--- config.mk ---
export PLATFORM = sky130hd
export DESIGN_NAME = clk_div_bank_flat
export DESIGN_NICKNAME = d
export VERILOG_FILES = /design/src/rtl/clk_div_pkg.sv /design/src/rtl/clk_div_bank_if.sv /design/src/rtl/clk_div_ch.sv /design/src/rtl/clk_div_bank.sv /design/src/flat_wrapper.sv
export SDC_FILE = /design/constraint.sdc
export NUM_CORES = 1
export LEC_CHECK = 0
export CAP_MARGIN = 15
export CORE_ASPECT_RATIO = 1.2
export CORE_MARGIN = 10
export CORE_UTILIZATION = 55
export CTS_CLUSTER_SIZE = 25
export DETAILED_ROUTE_END_ITERATION = 12
export HOLD_SLACK_MARGIN = 0.15
export PLACE_DENSITY = 0.77
export SYNTH_ARGS = -nofsm -noshare
export SYNTH_HDL_FRONTEND = slang
export SYNTH_SLANG_ARGS = --single-unit
--- constraint.sdc ---
create_clock -name clk_12mhz -period 4.86 [get_ports clk_12mhz]
set_clock_uncertainty 0.2 [all_clocks]
set_input_delay 0.729 -clock clk_12mhz [delete_from_list [all_inputs] [get_ports clk_12mhz]]
set_output_delay 0.729 -clock clk_12mhz [all_outputs]
set_load 0.02 [all_outputs]
--- src/rtl/clk_div_pkg.sv ---
// -----------------------------------------------------------------------------
// clk_div_pkg
// Shared constants and types for the clock divider bank.
//   CNT_W_DEF  : default divisor / counter width (120000 fits in 17 bits)
//   DIV_MIN    : smallest legal divisor
//   CH_IDX_W   : width of the configuration channel index
//   MAX_CH     : number of channels addressable by CH_IDX_W
//   div_t      : divisor type at the default width
//   ch_state_e : per-channel run state
// -----------------------------------------------------------------------------
package clk_div_pkg;

    localparam int CNT_W_DEF = 17;
    localparam int DIV_MIN   = 2;
    localparam int CH_IDX_W  = 3;
    localparam int MAX_CH    = 1 << CH_IDX_W;

    typedef logic [CNT_W_DEF-1:0] div_t;

    typedef enum logic {
        CH_IDLE = 1'b0,
        CH_RUN  = 1'b1
    } ch_state_e;

endpackage

--- src/rtl/clk_div_bank_if.sv ---
// -----------------------------------------------------------------------------
// clk_div_bank_if
// Divisor configuration handshake for clk_div_bank.
//   cfg_valid : divisor write request            (master -> slave)
//   cfg_ch    : target channel index              (master -> slave)
//   cfg_div   : new divisor                       (master -> slave)
//   cfg_ready : write accepted when valid && ready (slave -> master)
//   cfg_err   : one-cycle pulse after an illegal write (slave -> master)
// -----------------------------------------------------------------------------
interface clk_div_bank_if
    import clk_div_pkg::*;
#(
    parameter int CNT_W = CNT_W_DEF
) ();

    logic                cfg_valid;
    logic [CH_IDX_W-1:0] cfg_ch;
    logic [CNT_W-1:0]    cfg_div;
    logic                cfg_ready;
    logic                cfg_err;

    modport master (
        output cfg_valid,
        output cfg_ch,
        output cfg_div,
        input  cfg_ready,
        input  cfg_err
    );

    modport slave (
        input  cfg_valid,
        input  cfg_ch,
        input  cfg_div,
        output cfg_ready,
        output cfg_err
    );

endinterface

--- src/rtl/clk_div_ch.sv ---
// -----------------------------------------------------------------------------
// clk_div_ch
// One divider channel: counter 0..D-1, 50 % duty output with a negedge
// half-cycle extension for odd D, period-start tick, and a pending divisor
// that is only applied at a period boundary (or immediately when idle).
//   clk_12mhz : source clock
//   reset     : asynchronous active-high reset
//   enable    : run enable (level); disabling lets the current period finish
//   sync      : restart in phase (only honoured while enabled)
//   wr_en     : accepted divisor write for this channel
//   wr_div    : divisor carried by the write
//   pend      : a divisor write is waiting to be applied
//   clk_out   : divided clock
//   clk_out_n : inverse of clk_out
//   tick      : one-cycle pulse at each period start
// -----------------------------------------------------------------------------
module clk_div_ch
    import clk_div_pkg::*;
#(
    parameter int               CNT_W = CNT_W_DEF,
    parameter logic [CNT_W-1:0] DEF   = CNT_W'(DIV_MIN)
) (
    input  logic             clk_12mhz,
    input  logic             reset,
    input  logic             enable,
    input  logic             sync,
    input  logic             wr_en,
    input  logic [CNT_W-1:0] wr_div,
    output logic             pend,
    output logic             clk_out,
    output logic             clk_out_n,
    output logic             tick
);

    ch_state_e        state_q, state_d;
    logic [CNT_W-1:0] cnt_q, cnt_d;
    logic [CNT_W-1:0] div_q, div_d;
    logic [CNT_W-1:0] pdiv_q, pdiv_d;
    logic             pend_q, pend_d;
    logic             pos_q, pos_d;
    logic             tick_q, tick_d;
    logic             neg_q;

    logic             wrap;
    logic             start;
    logic             load;

    assign wrap = (cnt_q == (div_q - CNT_W'(1)));

    always_comb begin
        state_d = state_q;
        cnt_d   = cnt_q;
        div_d   = div_q;
        pdiv_d  = pdiv_q;
        pend_d  = pend_q;
        tick_d  = 1'b0;
        start   = 1'b0;
        load    = 1'b0;

        case (state_q)
            CH_IDLE: begin
                // Idle: a pending divisor may be applied right away.
                cnt_d = '0;
                load  = 1'b1;
                if (enable) begin
                    start = 1'b1;
                end
            end
            CH_RUN: begin
                if (enable && sync) begin
                    start = 1'b1;
                end else if (wrap) begin
                    load = 1'b1;
                    if (enable) begin
                        start = 1'b1;
                    end else begin
                        state_d = CH_IDLE;
                        cnt_d   = '0;
                    end
                end else begin
                    cnt_d = cnt_q + CNT_W'(1);
                end
            end
            default: begin
                state_d = CH_IDLE;
            end
        endcase

        // A single start path covers enable rise, wrap and sync, so a sync
        // coinciding with an enable rise produces exactly one start.
        if (start) begin
            state_d = CH_RUN;
            cnt_d   = '0;
            tick_d  = 1'b1;
            load    = 1'b1;
        end

        if (load && pend_q) begin
            div_d  = pdiv_q;
            pend_d = 1'b0;
        end

        // Applied after the load so a write landing on a wrap or sync stays
        // pending for the following boundary.
        if (wr_en) begin
            pend_d = 1'b1;
            pdiv_d = wr_div;
        end

        // High for the first floor(D/2) counts; the odd half-cycle is added
        // by the negedge flop.
        pos_d = (state_d == CH_RUN) && (cnt_d < (div_d >> 1));
    end

    always_ff @(posedge clk_12mhz or posedge reset) begin
        if (reset) begin
            state_q <= CH_IDLE;
            cnt_q   <= '0;
            div_q   <= DEF;
            pdiv_q  <= '0;
            pend_q  <= 1'b0;
            pos_q   <= 1'b0;
            tick_q  <= 1'b0;
        end else begin
            state_q <= state_d;
            cnt_q   <= cnt_d;
            div_q   <= div_d;
            pdiv_q  <= pdiv_d;
            pend_q  <= pend_d;
            pos_q   <= pos_d;
            tick_q  <= tick_d;
        end
    end

    // Delayed copy of the posedge duty flop by half a cycle. ORed in only for
    // odd divisors; it overlaps pos_q at the posedge fall, so no glitch.
    always_ff @(negedge clk_12mhz or posedge reset) begin
        if (reset) begin
            neg_q <= 1'b0;
        end else begin
            neg_q <= pos_q;
        end
    end

    assign clk_out   = pos_q | (neg_q & div_q[0]);
    assign clk_out_n = ~clk_out;
    assign tick      = tick_q;
    assign pend      = pend_q;

endmodule

--- src/rtl/clk_div_bank.sv ---
// -----------------------------------------------------------------------------
// clk_div_bank
// Bank of N_CH independent clock dividers sharing one configuration port.
// This level only decodes divisor writes, produces cfg_ready / cfg_err, and
// fans sync out to the channels.
//   clk_12mhz : source clock
//   reset     : asynchronous active-high reset
//   enable    : per-channel run enable
//   sync      : restart all enabled channels in phase
//   cfg       : divisor write handshake (slave side)
//   clk_out   : divided clocks
//   clk_out_n : inverse of clk_out
//   tick      : per-channel period-start pulses
// -----------------------------------------------------------------------------
module clk_div_bank
    import clk_div_pkg::*;
#(
    parameter int                    N_CH    = 2,
    parameter int                    CNT_W   = CNT_W_DEF,
    parameter logic [N_CH*CNT_W-1:0] DEF_DIV = {div_t'(120000), div_t'(3)}
) (
    input  logic            clk_12mhz,
    input  logic            reset,
    input  logic [N_CH-1:0] enable,
    input  logic            sync,
    clk_div_bank_if.slave   cfg,
    output logic [N_CH-1:0] clk_out,
    output logic [N_CH-1:0] clk_out_n,
    output logic [N_CH-1:0] tick
);

    localparam logic [CH_IDX_W:0] N_CH_W = (CH_IDX_W+1)'(N_CH);

    logic [N_CH-1:0]   pend;
    logic [MAX_CH-1:0] pend_ext;
    logic [N_CH-1:0]   wr_en;
    logic              ch_ok;
    logic              div_ok;
    logic              hs;
    logic              err_d;
    logic              err_q;

    // Unimplemented channel indices read as "not pending" so that an
    // out-of-range write is accepted and then flagged rather than stalled.
    genvar gi;
    generate
        for (gi = 0; gi < MAX_CH; gi++) begin : g_pend
            if (gi < N_CH) begin : g_used
                assign pend_ext[gi] = pend[gi];
            end else begin : g_unused
                assign pend_ext[gi] = 1'b0;
            end
        end
    endgenerate

    assign ch_ok         = ({1'b0, cfg.cfg_ch} < N_CH_W);
    assign div_ok        = (cfg.cfg_div >= CNT_W'(DIV_MIN));
    assign cfg.cfg_ready = ~pend_ext[cfg.cfg_ch];
    assign hs            = cfg.cfg_valid & cfg.cfg_ready;
    assign err_d         = hs & ~(ch_ok & div_ok);

    always_ff @(posedge clk_12mhz or posedge reset) begin
        if (reset) begin
            err_q <= 1'b0;
        end else begin
            err_q <= err_d;
        end
    end

    assign cfg.cfg_err = err_q;

    generate
        for (gi = 0; gi < N_CH; gi++) begin : g_ch
            assign wr_en[gi] = hs & ch_ok & div_ok & (cfg.cfg_ch == CH_IDX_W'(gi));

            clk_div_ch #(
                .CNT_W (CNT_W),
                .DEF   (DEF_DIV[gi*CNT_W +: CNT_W])
            ) u_ch (
                .clk_12mhz (clk_12mhz),
                .reset     (reset),
                .enable    (enable[gi]),
                .sync      (sync),
                .wr_en     (wr_en[gi]),
                .wr_div    (cfg.cfg_div),
                .pend      (pend[gi]),
                .clk_out   (clk_out[gi]),
                .clk_out_n (clk_out_n[gi]),
                .tick      (tick[gi])
            );
        end
    endgenerate

endmodule
--- src/flat_wrapper.sv ---
// flat-port wrapper written by rule: the top's interface ports become plain ports
module clk_div_bank_flat import clk_div_pkg::*;
#(
    parameter int                    N_CH    = 2,
    parameter int                    CNT_W   = CNT_W_DEF,
    parameter logic [N_CH*CNT_W-1:0] DEF_DIV = {div_t'(120000), div_t'(3)}
)
  (clk_12mhz, reset, enable, sync, clk_out, clk_out_n, tick, cfg_cfg_valid, cfg_cfg_ch, cfg_cfg_div, cfg_cfg_ready, cfg_cfg_err);
  clk_div_bank_if #(.CNT_W(CNT_W)) cfg_i ();
  input  logic clk_12mhz;
  input  logic reset;
  input  logic [N_CH-1:0] enable;
  input  logic sync;
  output logic [N_CH-1:0] clk_out;
  output logic [N_CH-1:0] clk_out_n;
  output logic [N_CH-1:0] tick;
  input wire logic [$bits(cfg_i.cfg_valid)-1:0] cfg_cfg_valid;
  input wire logic [$bits(cfg_i.cfg_ch)-1:0] cfg_cfg_ch;
  input wire logic [$bits(cfg_i.cfg_div)-1:0] cfg_cfg_div;
  output wire logic [$bits(cfg_i.cfg_ready)-1:0] cfg_cfg_ready;
  output wire logic [$bits(cfg_i.cfg_err)-1:0] cfg_cfg_err;
  assign cfg_i.cfg_valid = cfg_cfg_valid;
  assign cfg_i.cfg_ch = cfg_cfg_ch;
  assign cfg_i.cfg_div = cfg_cfg_div;
  assign cfg_cfg_ready = cfg_i.cfg_ready;
  assign cfg_cfg_err = cfg_i.cfg_err;
  clk_div_bank #(.N_CH(N_CH), .CNT_W(CNT_W), .DEF_DIV(DEF_DIV)) u_core (.clk_12mhz(clk_12mhz), .reset(reset), .enable(enable), .sync(sync), .cfg(cfg_i), .clk_out(clk_out), .clk_out_n(clk_out_n), .tick(tick));
endmodule
# Yosys cells after proc, flatten, opt, wreduce, memory -nomap -nowiden
# Cells that the tools add are included.
[totals]
in_bits = 26
wordCells = 101
output_inout_bits = 8
register_bits = 113
[op_classes]
mux = 44
reduce_logical = 9
bitwise = 17
n_lt_le_gt_ge = 5
eq_ne = 3
add_sub_neg = 4
[ops]
columns = ["cell", "count"]
rows = [
  ["two-way mux 17 bit", 10],
  ["one-hot mux 17 bit (2 select lines)", 2],
  ["adder 17 x 1 -> 17 bit (second input constant)", 2],
  ["== test 17 bit", 2],
  ["less-than comparator 17 x 16 -> 1 bit", 2],
  ["subtractor 17 x 1 -> 17 bit (second input constant)", 2],
  ["two-way mux 1 bit", 27],
  [">= comparator 17 x 2 -> 1 bit (second input constant)", 1],
  ["AND 1 bit", 9],
  ["one-hot mux 1 bit (2 select lines)", 4],
  ["logical AND 1 bit", 6],
  ["NOT 1 bit", 6],
  ["less-than comparator 3 x 4 -> 1 bit (second input constant)", 1],
  ["nonzero test 2 bit", 2],
  ["binary-select mux 1 bit (select 3 bit)", 1],
  ["== test 3 x 1 -> 1 bit (second input constant)", 1],
  ["logical NOT 3 bit", 1],
  ["less-than comparator 3 x 2 -> 1 bit (second input constant)", 1],
  ["OR 1 bit", 2],
]

# Logic depth before layout (Yosys ltp)
# Gate-level depths: netlist of the first run.
[logic_depth]
word_depth = 10
ltp_mapped = 22
depth_no_buf = 19

# Cells and area by module
# A second synthesis of the first run with hierarchy kept.
[unflattened]
hier_cells = 635
area_unflattened_um2 = 6854.1
[modules_own_cells]
columns = ["module", "seq_area_each_um2", "cells_per_inst", "n_inst", "area_each_um2"]
rows = [
  ["clk_div_ch (u_core.g_ch[1].u_ch)", 1410.1, 310, 1, 3374.5],
  ["clk_div_ch (u_core.g_ch[0].u_ch)", 1403.8, 310, 1, 3368.2],
  ["clk_div_bank", 25.0, 15, 1, 111.4],
]

==> flow_metrics.py, run 1 <==
metrics = {
    "global_route": {
        "gr-usage-all-layers_pct": 20.7,
        "grt_pass1_vias": 5781,
        "grt_max_degree": 70,
        "overflow": 0,
        "grt_pass1_wl_um": 28800,
        "antenna_found_initial": 0,
    },
    "pwr": {
        "pwr-share-comb_pct": 38.1,
        "p_sw_mw": 1.62,
        "p_sw_share_pct": 35.2,
        "p_leak_nw": 4.01,
        "clkPwrFrac_pct": 29.8,
        "p_total_mw": 4.61,
        "powerDensity_nw_per_um2": 535,
        "p_seq_share_pct": 32.1,
        "peakVddDrop_mv": 0.270,
        "p_int_mw": 2.99,
    },
    "logic_synthesis": {
        "async_flop_share_pct": 100,
        "synth_top_area_share_pct": 36.2,
        "yosys_warnings": 0,
        "netlist_instances": 668,
        "yosys.area.top_type": "dfrtp_1",
        "synth_ff_type": "dfrtp_1",
        "yosys_register_bits": 113,
        "netlist_area_um2": 7060,
        "synth_area_leaders": "dfrtp_1, mux2_2, ha_1",
        "synth_area_per_cell_um2": 10.6,
        "ys_seq_area_share_pct": 40.2,
        "synth_enable_flop_cells": 0,
        "synthesis.nets": 728,
        "synthDistinctLibCells": 68,
    },
    "final_layout": {
        "multi_input_area_um2": 4070,
        "area_delta_synth_final_pct": 22.2,
        "drive_gt1_share_pct": 26.9,
        "diodes": 0,
        "layout.nets": 793,
        "regArea_um2": 2840,
        "fill_cells": 913,
    },
    "setup_path": {
        "critPathArrivalTime_ps": 4870,
        "endpoint_kind": "flip-flop",
        "worstSetupPathType": "flip-flop to flip-flop",
        "crit_fanout": 8,
        "crit_required_ps": 4980,
        "reg2reg_depth": 15,
        "start_kind": "flip-flop",
    },
    "floorplan": {
        "rows": 45,
        "die_y_um": 144,
        "die-area_um2": 17800,
        "coreArea_um2": 12600,
        "start_util_pct": 55.9,
        "die_x_um": 123,
        "ios": 34,
    },
    "clock_network": {
        "cts_root_buf": "clkbuf_16",
        "clkLatencyLatePin_ps": 410,
        "numCtsBuffers": 17,
        "clk_pin_slew_ps": 60,
        "htreeDepth": 4,
        "clock_path_buffers": 2,
        "cts_tree": "done",
        "cts.sinks": 113,
    },
    "route": {
        "first_pass_iters": 5,
        "via_per_inst": 6.09,
        "drt_wl_total_um": 18400,
        "drcViolationCount": 0,
        "routedWlPerCell_um": 20.2,
        "first_iter_violations": 323,
        "vias": 5541,
        "ant_nets": 0,
    },
    "timing": {
        "rsz0062_at_grt": "yes",
        "fin_ws_ps": 109,
        "worst_slew_margin_rel_pct": 32.4,
        "max_freq_mhz": 210,
        "slew_violations": 0,
        "post-route-period-util_pct": 97.8,
        "hold_violations": 0,
        "post-route-min-period_ps": 4750,
        "setup_viol": 0,
        "worst_pin_slew_ps": 1010,
    },
    "place": {
        "port-buffer-count": 33,
        "post-place-ws_ps": -184,
        "gp_congestion": 0.917,
        "place_hpwl_um": 13300,
    },
    "run_status": {
        "status": "complete, no violations",
    },
    "job": {
        "drv_cap": 0,
    },
    "min_path": {
        "hp-class": "flip-flop to flip-flop",
        "holdPathStages": 1,
    },
}
## synthesized netlist by cell type (6+ instances only)
cell      count
a21o_1       16
a21oi_1      20
a31oi_1       6
and3_1        8
buf_2         9
buf_4         6
clkbuf_1     23
dfrtp_1     102
dfstp_2       9
ha_1         34
inv_1        17
mux2_2       54
mux2_4       15
mux2i_1      32
nand2_1      22
nand2b_1      8
nand3_1      13
nand3b_1      8
nand4_1      16
nor2_1       41
nor3_1       19
nor4_1       12
o211ai_1      9
o21a_1        6
o21ai_0      16
or3_1        11
or4_1         8
xnor2_1      34
xor2_1       22
## per-stage QoR
stage	util (%)	TNS, ps	instance area [µm²]	hold WS [ps]	cells
global route	68.3	-89.1	8620	332	910
floorplan	-	0	7080	275	668
CTS	66.8	0	8430	319	899
detailed placement	61.2	-368	7710	305	867
global placement	61.2	-115	7710	309	867
finish	68.3	0	8620	316	910
## state kept, by name, indices dropped and copies added (netlist names)
signal and flops:
u_core.g_ch.u_ch.neg_q 2, u_core.g_ch.u_ch.tick 2, u_core.g_ch.u_ch.pend 2, u_core.g_ch.u_ch.div_q 34
u_core.cfg.cfg_err 1, u_core.g_ch.u_ch.pdiv_q 34, u_core.g_ch.u_ch.cnt_q 34, u_core.g_ch.u_ch.pos_q 2
u_core.g_ch.u_ch.state_q 2
## final timing paths
check	slack [ps]	startpoint	endpoint
min	320	u_core.g_ch[0].u_ch.pdiv_q[0]	u_core.g_ch[0].u_ch.pdiv_q[0]
min in group asynchronous	710	reset	u_core.g_ch[1].u_ch.div_q[3]
min reg2reg	320	u_core.g_ch[0].u_ch.pdiv_q[0]	u_core.g_ch[0].u_ch.pdiv_q[0]
max	110	u_core.g_ch[0].u_ch.div_q[8]	u_core.g_ch[0].u_ch.pos_q
max reg2reg	110	u_core.g_ch[0].u_ch.div_q[8]	u_core.g_ch[0].u_ch.pos_q
max in group asynchronous	1610	reset	u_core.g_ch[1].u_ch.neg_q
## repair_timing
action                     in CTS  in global routing
gates cloned                    0                  1
setup endpoints to repair       6                  2
setup buffers                   0                 10
hold endpoints to repair        0                  0
hold buffers                    0                  0
gates resized for setup        19                 19
pin swaps                       0                  9
## critical path, cell delays in order, from the launching register on
cell,delay (ps)
dfrtp_1,380
or4_4,570
or4b_4,560
a2111oi_4,300
o211ai_1,130
or4_4,520
o21bai_4,220
nand2_4,150
buf_12,180
mux2i_2,140
ha_1,310
a21o_1,170
a21oi_2,200
a21oi_2,100
a221o_1,360
a221oi_2,170
## kinds of logic after synthesis
family | count (synthesis) | share of synthesized area [%]
AO/OA/AOI/OAI | 110 | 11.1
XOR/XNOR | 56 | 6.95
adder cells (fa/ha/maj) | 34 | 6.03
buffers and inverters | 57 | 3.72
flip-flops | 113 | 40.2
multiplexers | 101 | 16.4
AND/OR/NAND/NOR | 197 | 15.6
## cell type report
class,instances,share of cell area [%]
multi-input combinational,498,47.2
sequential,113,32.9
timing repair buffer,86,9.03
clock buffer,18,4.98
clock inverter,14,2.64
tap,164,2.38
inverter,17,0.784
## layer usage
layer	global-route usage, %	wire length, µm	vias up
met4	9.58	673	0
met1	22.3	7260	2755
li1	-	-	2588
met3	4.13	638	52
met5	0	0	-
met2	37.8	9830	146
## power by group through the flow
stage | Combinational (mW) | Clock (mW) | Sequential [mW]
2_1_floorplan | 1.18 | 0 | 1.37
3_3_place_gp | 1.59 | 0 | 1.46
3_5_place_dp | 1.65 | 0 | 1.47
4_1_cts | 1.68 | 1.39 | 1.47
5_1_grt | 1.91 | 1.43 | 1.51
6_report | 1.76 | 1.37 | 1.48
## layout by cell type, fill, tap and decap left out, types with 18 or more instances in the layout
cell type          n
ha_1              34
nor2_1            41
clkbuf_16         18
xnor2_1           34
buf_4             49
mux2i_1           30
xor2_1            22
clkdlybuf4s50_1   29
nand2_1           21
mux2_2            54
dfrtp_1          102
(Power assumes the default switching activity.)
==> inputs of run 2 (changes only) <==
--- a/config.mk
+++ b/config.mk
@@ -5,14 +5,15 @@
 export SDC_FILE = /design/constraint.sdc
 export NUM_CORES = 1
 export LEC_CHECK = 0
+export ABC_AREA = 1
 export CAP_MARGIN = 15
 export CORE_ASPECT_RATIO = 1.2
 export CORE_MARGIN = 10
-export CORE_UTILIZATION = 55
+export CORE_UTILIZATION = 56
 export CTS_CLUSTER_SIZE = 25
 export DETAILED_ROUTE_END_ITERATION = 12
 export HOLD_SLACK_MARGIN = 0.15
-export PLACE_DENSITY = 0.77
+export PLACE_DENSITY = 0.78
 export SYNTH_ARGS = -nofsm -noshare
 export SYNTH_HDL_FRONTEND = slang
 export SYNTH_SLANG_ARGS = --single-unit
==> run 2 against run 1 <==
  * Worst setup slack better by 140 ps
  * Critical path depth fell by 13
  * Register-to-register slack better by 560 ps
  * Non-clock buffer count shrank 45
  * First-iteration DRC count rose by 23%
  * Global-route usage hardly changed
  * Critical path type is now flip-flop to output pin
==> flow_metrics.py, run 2 <==
metrics = {
    "final_layout": {
        "layout_commonest_cell": "nand2_1",
        "area_delta_synth_final_pct": 14.4,
        "stdcell_area_um2": 8850,
        "drive_gt1_share_pct": 13.6,
        "fill_cells": 1167,
        "regArea_um2": 2840,
        "diodes": 0,
        "reg_top3": "u_core.g_ch.u_ch.cnt_q (34), u_core.g_ch.u_ch.div_q (34), u_core.g_ch.u_ch.pdiv_q (34)",
        "layout.cells.non_filler": 1269,
        "layout.nets": 1145,
        "layout_common_cells": "nand2_1, inv_1, nor2_1, dfrtp_1, nand3_1",
        "multi_input_area_um2": 4160,
    },
    "timing": {
        "whs_ps": 287,
        "slew_violations": 0,
        "rsz0062_at_grt": "no",
        "hold_violations": 0,
        "worst_slew_margin_rel_pct": 52.9,
        "worst_pin_slew_ps": 707,
        "fin_setup_tns_ps": 0,
        "setup_viol": 0,
    },
    "logic_synthesis": {
        "yosys_register_bits": 113,
        "async_flop_share_pct": 100,
        "netlist_instances": 1048,
        "synthDistinctLibCells": 54,
        "synth_enable_flop_cells": 0,
        "synth_area_leaders": "dfrtp_1, nand2_1, inv_1",
        "ys_seq_area_share_pct": 36.7,
        "synth_ff_type": "dfrtp_1",
        "yosysMostFrequentCell": "nand2_1",
        "netlist_top_cells_count": "nand2_1, inv_1, nor2_1",
        "synthesis.nets": 1108,
        "yosys_warnings": 0,
        "synth_area_per_cell_um2": 7.38,
        "netlist_area_um2": 7740,
        "yosys.area.top_type": "dfrtp_1",
        "synth_top_area_share_pct": 33.0,
    },
    "floorplan": {
        "die_x_um": 127,
        "die-area_um2": 18900,
        "ios": 34,
        "coreArea_um2": 13700,
        "rows": 47,
        "die_y_um": 149,
        "start_util_pct": 56.5,
    },
    "setup_path": {
        "worstSetupPathType": "flip-flop to output pin",
        "endpoint_kind": "output pin",
        "critPathArrivalTime_ps": 3680,
        "crit_fanout": 2,
        "crit_required_ps": 3930,
        "start_kind": "flip-flop",
    },
    "global_route": {
        "grt_pass1_vias": 6954,
        "overflow": 0,
        "antenna_found_initial": 0,
        "gr-usage-all-layers_pct": 20.7,
        "grt_pass1_wl_um": 31900,
        "grt_max_degree": 58,
    },
    "route": {
        "drcViolationCount": 0,
        "ant_nets": 0,
        "drt_wl_total_um": 19600,
        "first_iter_violations": 396,
        "routedWlPerCell_um": 15.4,
        "via_per_inst": 5.39,
        "first_pass_iters": 7,
        "vias": 6840,
    },
    "clock_network": {
        "clk_pin_slew_ps": 50,
        "clock_path_buffers": 2,
        "cts_root_buf": "clkbuf_16",
        "cts_tree": "done",
        "numCtsBuffers": 17,
        "clkLatencyLatePin_ps": 420,
        "cts.hold.buffers_added": 0,
        "cts_setup_buffers": 0,
        "cts.sinks": 113,
        "cts_resized": 3,
        "htreeDepth": 4,
    },
    "job": {
        "drv_cap": 0,
    },
    "place": {
        "port-buffer-count": 33,
        "place_hpwl_um": 15000,
        "dpl-instance-area_um2": 8210,
        "gp_congestion": 0.906,
        "place_inst": 1237,
    },
    "pwr": {
        "p_leak_nw": 4.52,
        "peakVddDrop_mv": 0.297,
        "powerDensity_nw_per_um2": 482,
    },
    "min_path": {
        "hp-class": "flip-flop to flip-flop",
    },
    "run_status": {
        "status": "complete, no violations",
    },
}
run 2: final cells by class:
type | count | area share [%]
inverter | 161 | 6.87
clock inverter | 14 | 2.42
clock buffer | 18 | 4.85
timing repair buffer | 41 | 4.40
tap | 171 | 2.42
multi-input combinational | 751 | 47.0
sequential | 113 | 32.1
run 2: cells by family after synthesis:
| group | after synthesis | synth area share (%) |
|---|---|---|
| AOI/OAI and AO/OA | 120 | 9.94 |
| adders and majority gates | 34 | 5.50 |
| xor gates and xnor gates | 34 | 3.95 |
| buffers and inverters | 184 | 9.60 |
| muxes | 13 | 1.89 |
| and+or+nand+nor | 550 | 32.4 |
| DFF | 113 | 36.7 |
run 2: final timing paths:
path / startpoint / endpoint / slack (ps) / cells past startpoint
max in group asynchronous: reset / u_core.g_ch[0].u_ch.neg_q / 1260 / 2
min in group asynchronous: reset / u_core.g_ch[1].u_ch.cnt_q[1] / 510 / 2
worst min register to register: u_core.g_ch[1].u_ch.pdiv_q[4] / u_core.g_ch[1].u_ch.pdiv_q[4] / 290 / 2
worst min-delay path: u_core.g_ch[1].u_ch.pdiv_q[4] / u_core.g_ch[1].u_ch.pdiv_q[4] / 290 / 2
worst max-delay path: u_core.g_ch[0].u_ch.neg_q / clk_out_n[0] / 250 / 2
worst max register to register: u_core.g_ch[0].u_ch.div_q[0] / u_core.g_ch[0].u_ch.pos_q / 670 / 23
run 2: worst max-delay path, stage by stage (launching register included):
cell	delay (ps)
dfrtn_1	320
a21oi_1	180
dlygate4sd2_1	360
run 2: metal layers:
layer,GRT usage [%],share of wire [%],vias up
met2,38.5,53,176
met3,3.59,3.6,73
li1,-,-,3431
met1,21.6,39,3160
met5,0,0,-
met4,10.8,4.5,0
run 2: where the power goes:
group	internal, mW	leakage (nW)	switching, mW
clock network	0.909	0.306	0.469
logic	0.560	2.85	0.898
registers	1.18	1.37	0.247
total	2.65	4.52	1.62
run 2: through the flow:
stage               util [%]  worst slack [ps]  power [mW]
detailed placement      59.9               359        2.88
global route            64.6               191        4.54
finish                  64.6               250        4.27
global placement        59.9               396        2.82
CTS                     64.6              2.05        4.27
floorplan                  -               238        2.51
==> inputs of run 3 (changes only) <==
--- a/config.mk
+++ b/config.mk
@@ -6,14 +6,14 @@
 export NUM_CORES = 1
 export LEC_CHECK = 0
 export ABC_AREA = 1
-export CAP_MARGIN = 15
+export CAP_MARGIN = 20
 export CORE_ASPECT_RATIO = 1.2
 export CORE_MARGIN = 10
-export CORE_UTILIZATION = 56
+export CORE_UTILIZATION = 62
 export CTS_CLUSTER_SIZE = 25
 export DETAILED_ROUTE_END_ITERATION = 12
 export HOLD_SLACK_MARGIN = 0.15
-export PLACE_DENSITY = 0.78
+export PLACE_DENSITY = 0.81
 export SYNTH_ARGS = -nofsm -noshare
 export SYNTH_HDL_FRONTEND = slang
 export SYNTH_SLANG_ARGS = --single-unit
==> constraint.sdc (replaced) <==
create_clock -name clk_12mhz -period 5.7 [get_ports clk_12mhz]
set_clock_uncertainty 0.2 [all_clocks]
set_input_delay 0.855 -clock clk_12mhz [delete_from_list [all_inputs] [get_ports clk_12mhz]]
set_output_delay 0.855 -clock clk_12mhz [all_outputs]
set_load 0.02 [all_outputs]
==> run 3 against run 2 <==
  * Worst hold slack lost 9.3 ps
  * Combinational power is 14% lower
  * Critical path type unchanged
  * Largest power group unchanged
  * Global-route usage increased by 1.9 points
  * Register-to-register slack better by 620 ps
  * Largest cell class unchanged
  * Wire length is 2.0% lower
  * Design area is 0.92% lower
==> flow_metrics.py, run 3 (synthesized netlist as in run 2, its figures left out) <==
metrics = {
    "final_layout": {
        "fill_cells": 924,
        "stdcell_area_um2": 8770,
        "layout_commonest_cell": "nand2_1",
        "layout_common_cells": "nand2_1, inv_1, nor2_1, dfrtp_1, nand3_1",
        "multi_input_area_um2": 4160,
        "final_core_util_pct": 72.1,
        "regArea_um2": 2840,
        "layout.nets": 1142,
        "reg_top3": "u_core.g_ch.u_ch.cnt_q (34), u_core.g_ch.u_ch.div_q (34), u_core.g_ch.u_ch.pdiv_q (34)",
        "diodes": 0,
        "drive_gt1_share_pct": 13.4,
        "area_delta_synth_final_pct": 13.3,
    },
    "setup_path": {
        "crit_chain": "a21oi_1 -> clkdlybuf4s50_1",
        "start_kind": "flip-flop",
        "critPathArrivalTime_ps": 4410,
        "endpoint_kind": "output pin",
        "path_buf_inv": 1,
        "crit_fanout": 2,
        "reg2reg_depth": 23,
        "crit_cells": 2,
        "crit_required_ps": 4640,
        "worstSetupPathType": "flip-flop to output pin",
        "slowest_stage": "clkdlybuf4s50_1",
        "cp_slowest_stage_delay_ps": 640,
        "critical_path.top_delay_family": "buffers and inverters",
    },
    "timing": {
        "worst_slew_margin_rel_pct": 52.7,
        "setup_viol": 0,
        "hold_violations": 0,
        "rsz0062_at_grt": "no",
        "worst_pin_slew_ps": 710,
        "fin_setup_tns_ps": 0,
        "whs_ps": 278,
        "slew_violations": 0,
    },
    "clock_network": {
        "cts_resized": 0,
        "cts_tree": "done",
        "cts.hold.buffers_added": 0,
        "cts_root_buf": "clkbuf_16",
        "clock_path_buffers": 2,
        "clkLatencyLatePin_ps": 410,
        "htreeDepth": 4,
        "cts.sinks": 113,
        "clk_pin_slew_ps": 60,
        "cts_setup_buffers": 0,
        "numCtsBuffers": 17,
    },
    "place": {
        "port-buffer-count": 33,
        "dpl-instance-area_um2": 8170,
        "place_hpwl_um": 14600,
        "gp_congestion": 0.896,
    },
    "floorplan": {
        "die-area_um2": 17400,
        "ios": 34,
        "coreArea_um2": 12200,
        "start_util_pct": 63.6,
        "die_y_um": 142,
        "die_x_um": 122,
        "rows": 44,
    },
    "global_route": {
        "grt_pass1_vias": 6604,
        "antenna_found_initial": 0,
        "gr-usage-all-layers_pct": 22.6,
        "grt_pass1_wl_um": 31600,
        "grt_max_degree": 58,
        "overflow": 0,
    },
    "pwr": {
        "clkPwrFrac_pct": 30.0,
        "powerDensity_nw_per_um2": 401,
        "pwr-share-comb_pct": 35.4,
        "peakVddDrop_mv": 0.251,
        "p_int_mw": 2.15,
        "p_leak_nw": 4.47,
        "p_sw_share_pct": 38.8,
        "p_sw_mw": 1.37,
        "p_seq_share_pct": 34.6,
    },
    "route": {
        "drcViolationCount": 0,
        "via_per_inst": 5.41,
        "first_pass_iters": 5,
        "drt_wl_total_um": 19200,
        "first_iter_violations": 423,
        "routedWlPerCell_um": 15.3,
        "vias": 6798,
        "ant_nets": 0,
    },
    "min_path": {
        "hp-class": "flip-flop to flip-flop",
        "holdPathStages": 2,
    },
    "job": {
        "drv_cap": 0,
    },
    "run_status": {
        "status": "complete, no violations",
    },
}
run 3: stage by stage:
step | power [mW] | instances | setup WS, ps
floorplan | 2.14 | 1048 | 532
global placement | 2.40 | 1224 | 692
global route | 3.76 | 1256 | 172
CTS | 3.51 | 1256 | 220
detailed placement | 2.45 | 1224 | 649
finish | 3.52 | 1256 | 234
run 3: area by class of cell:
class / instances / area share [%]
clock buffer: 18 / 5.01
timing repair buffer: 38 / 4.20
multi-input combinational: 751 / 47.4
inverter: 161 / 6.93
clock inverter: 14 / 1.78
sequential: 113 / 32.4
tap: 161 / 2.30
run 3: layer usage:
layer  vias up  wire length [µm]  part of all wire [%]  GRT usage (%)
li1       3411                 -                     -              -
met3        59               814                   4.2           3.81
met2       196             10300                    54           40.9
met4         0               686                   3.6           10.2
met5         -                 0                     0              0
met1      3132              7420                    39           25.1
run 3: worst min-delay path, stage by stage (launching register included):
cell     delay, ps
dfrtp_1        350
nand2_1         50
nand2_1         50
run 3: path summary, 6_finish.rpt:
check | start | end | slack (ps)
max in group asynchronous | reset | u_core.g_ch[1].u_ch.neg_q | 1790
min in group asynchronous | reset | u_core.g_ch[1].u_ch.pos_q | 530
worst min-delay path | u_core.g_ch[1].u_ch.pdiv_q[2] | u_core.g_ch[1].u_ch.pdiv_q[2] | 280
worst max-delay path | u_core.g_ch[0].u_ch.neg_q | clk_out_n[0] | 230
worst min register to register | u_core.g_ch[1].u_ch.pdiv_q[2] | u_core.g_ch[1].u_ch.pdiv_q[2] | 280
worst max register to register | u_core.g_ch[0].u_ch.div_q[0] | u_core.g_ch[0].u_ch.pos_q | 1290
run 3: power by group through the flow:
stage / sequential, mW / clock, mW / combinational, mW
after floorplan: 1.16 / 0 / 0.984
after global placement: 1.22 / 0 / 1.18
after detailed placement: 1.22 / 0 / 1.22
after CTS: 1.21 / 1.06 / 1.24
after global routing: 1.24 / 1.10 / 1.42
final: 1.22 / 1.05 / 1.25
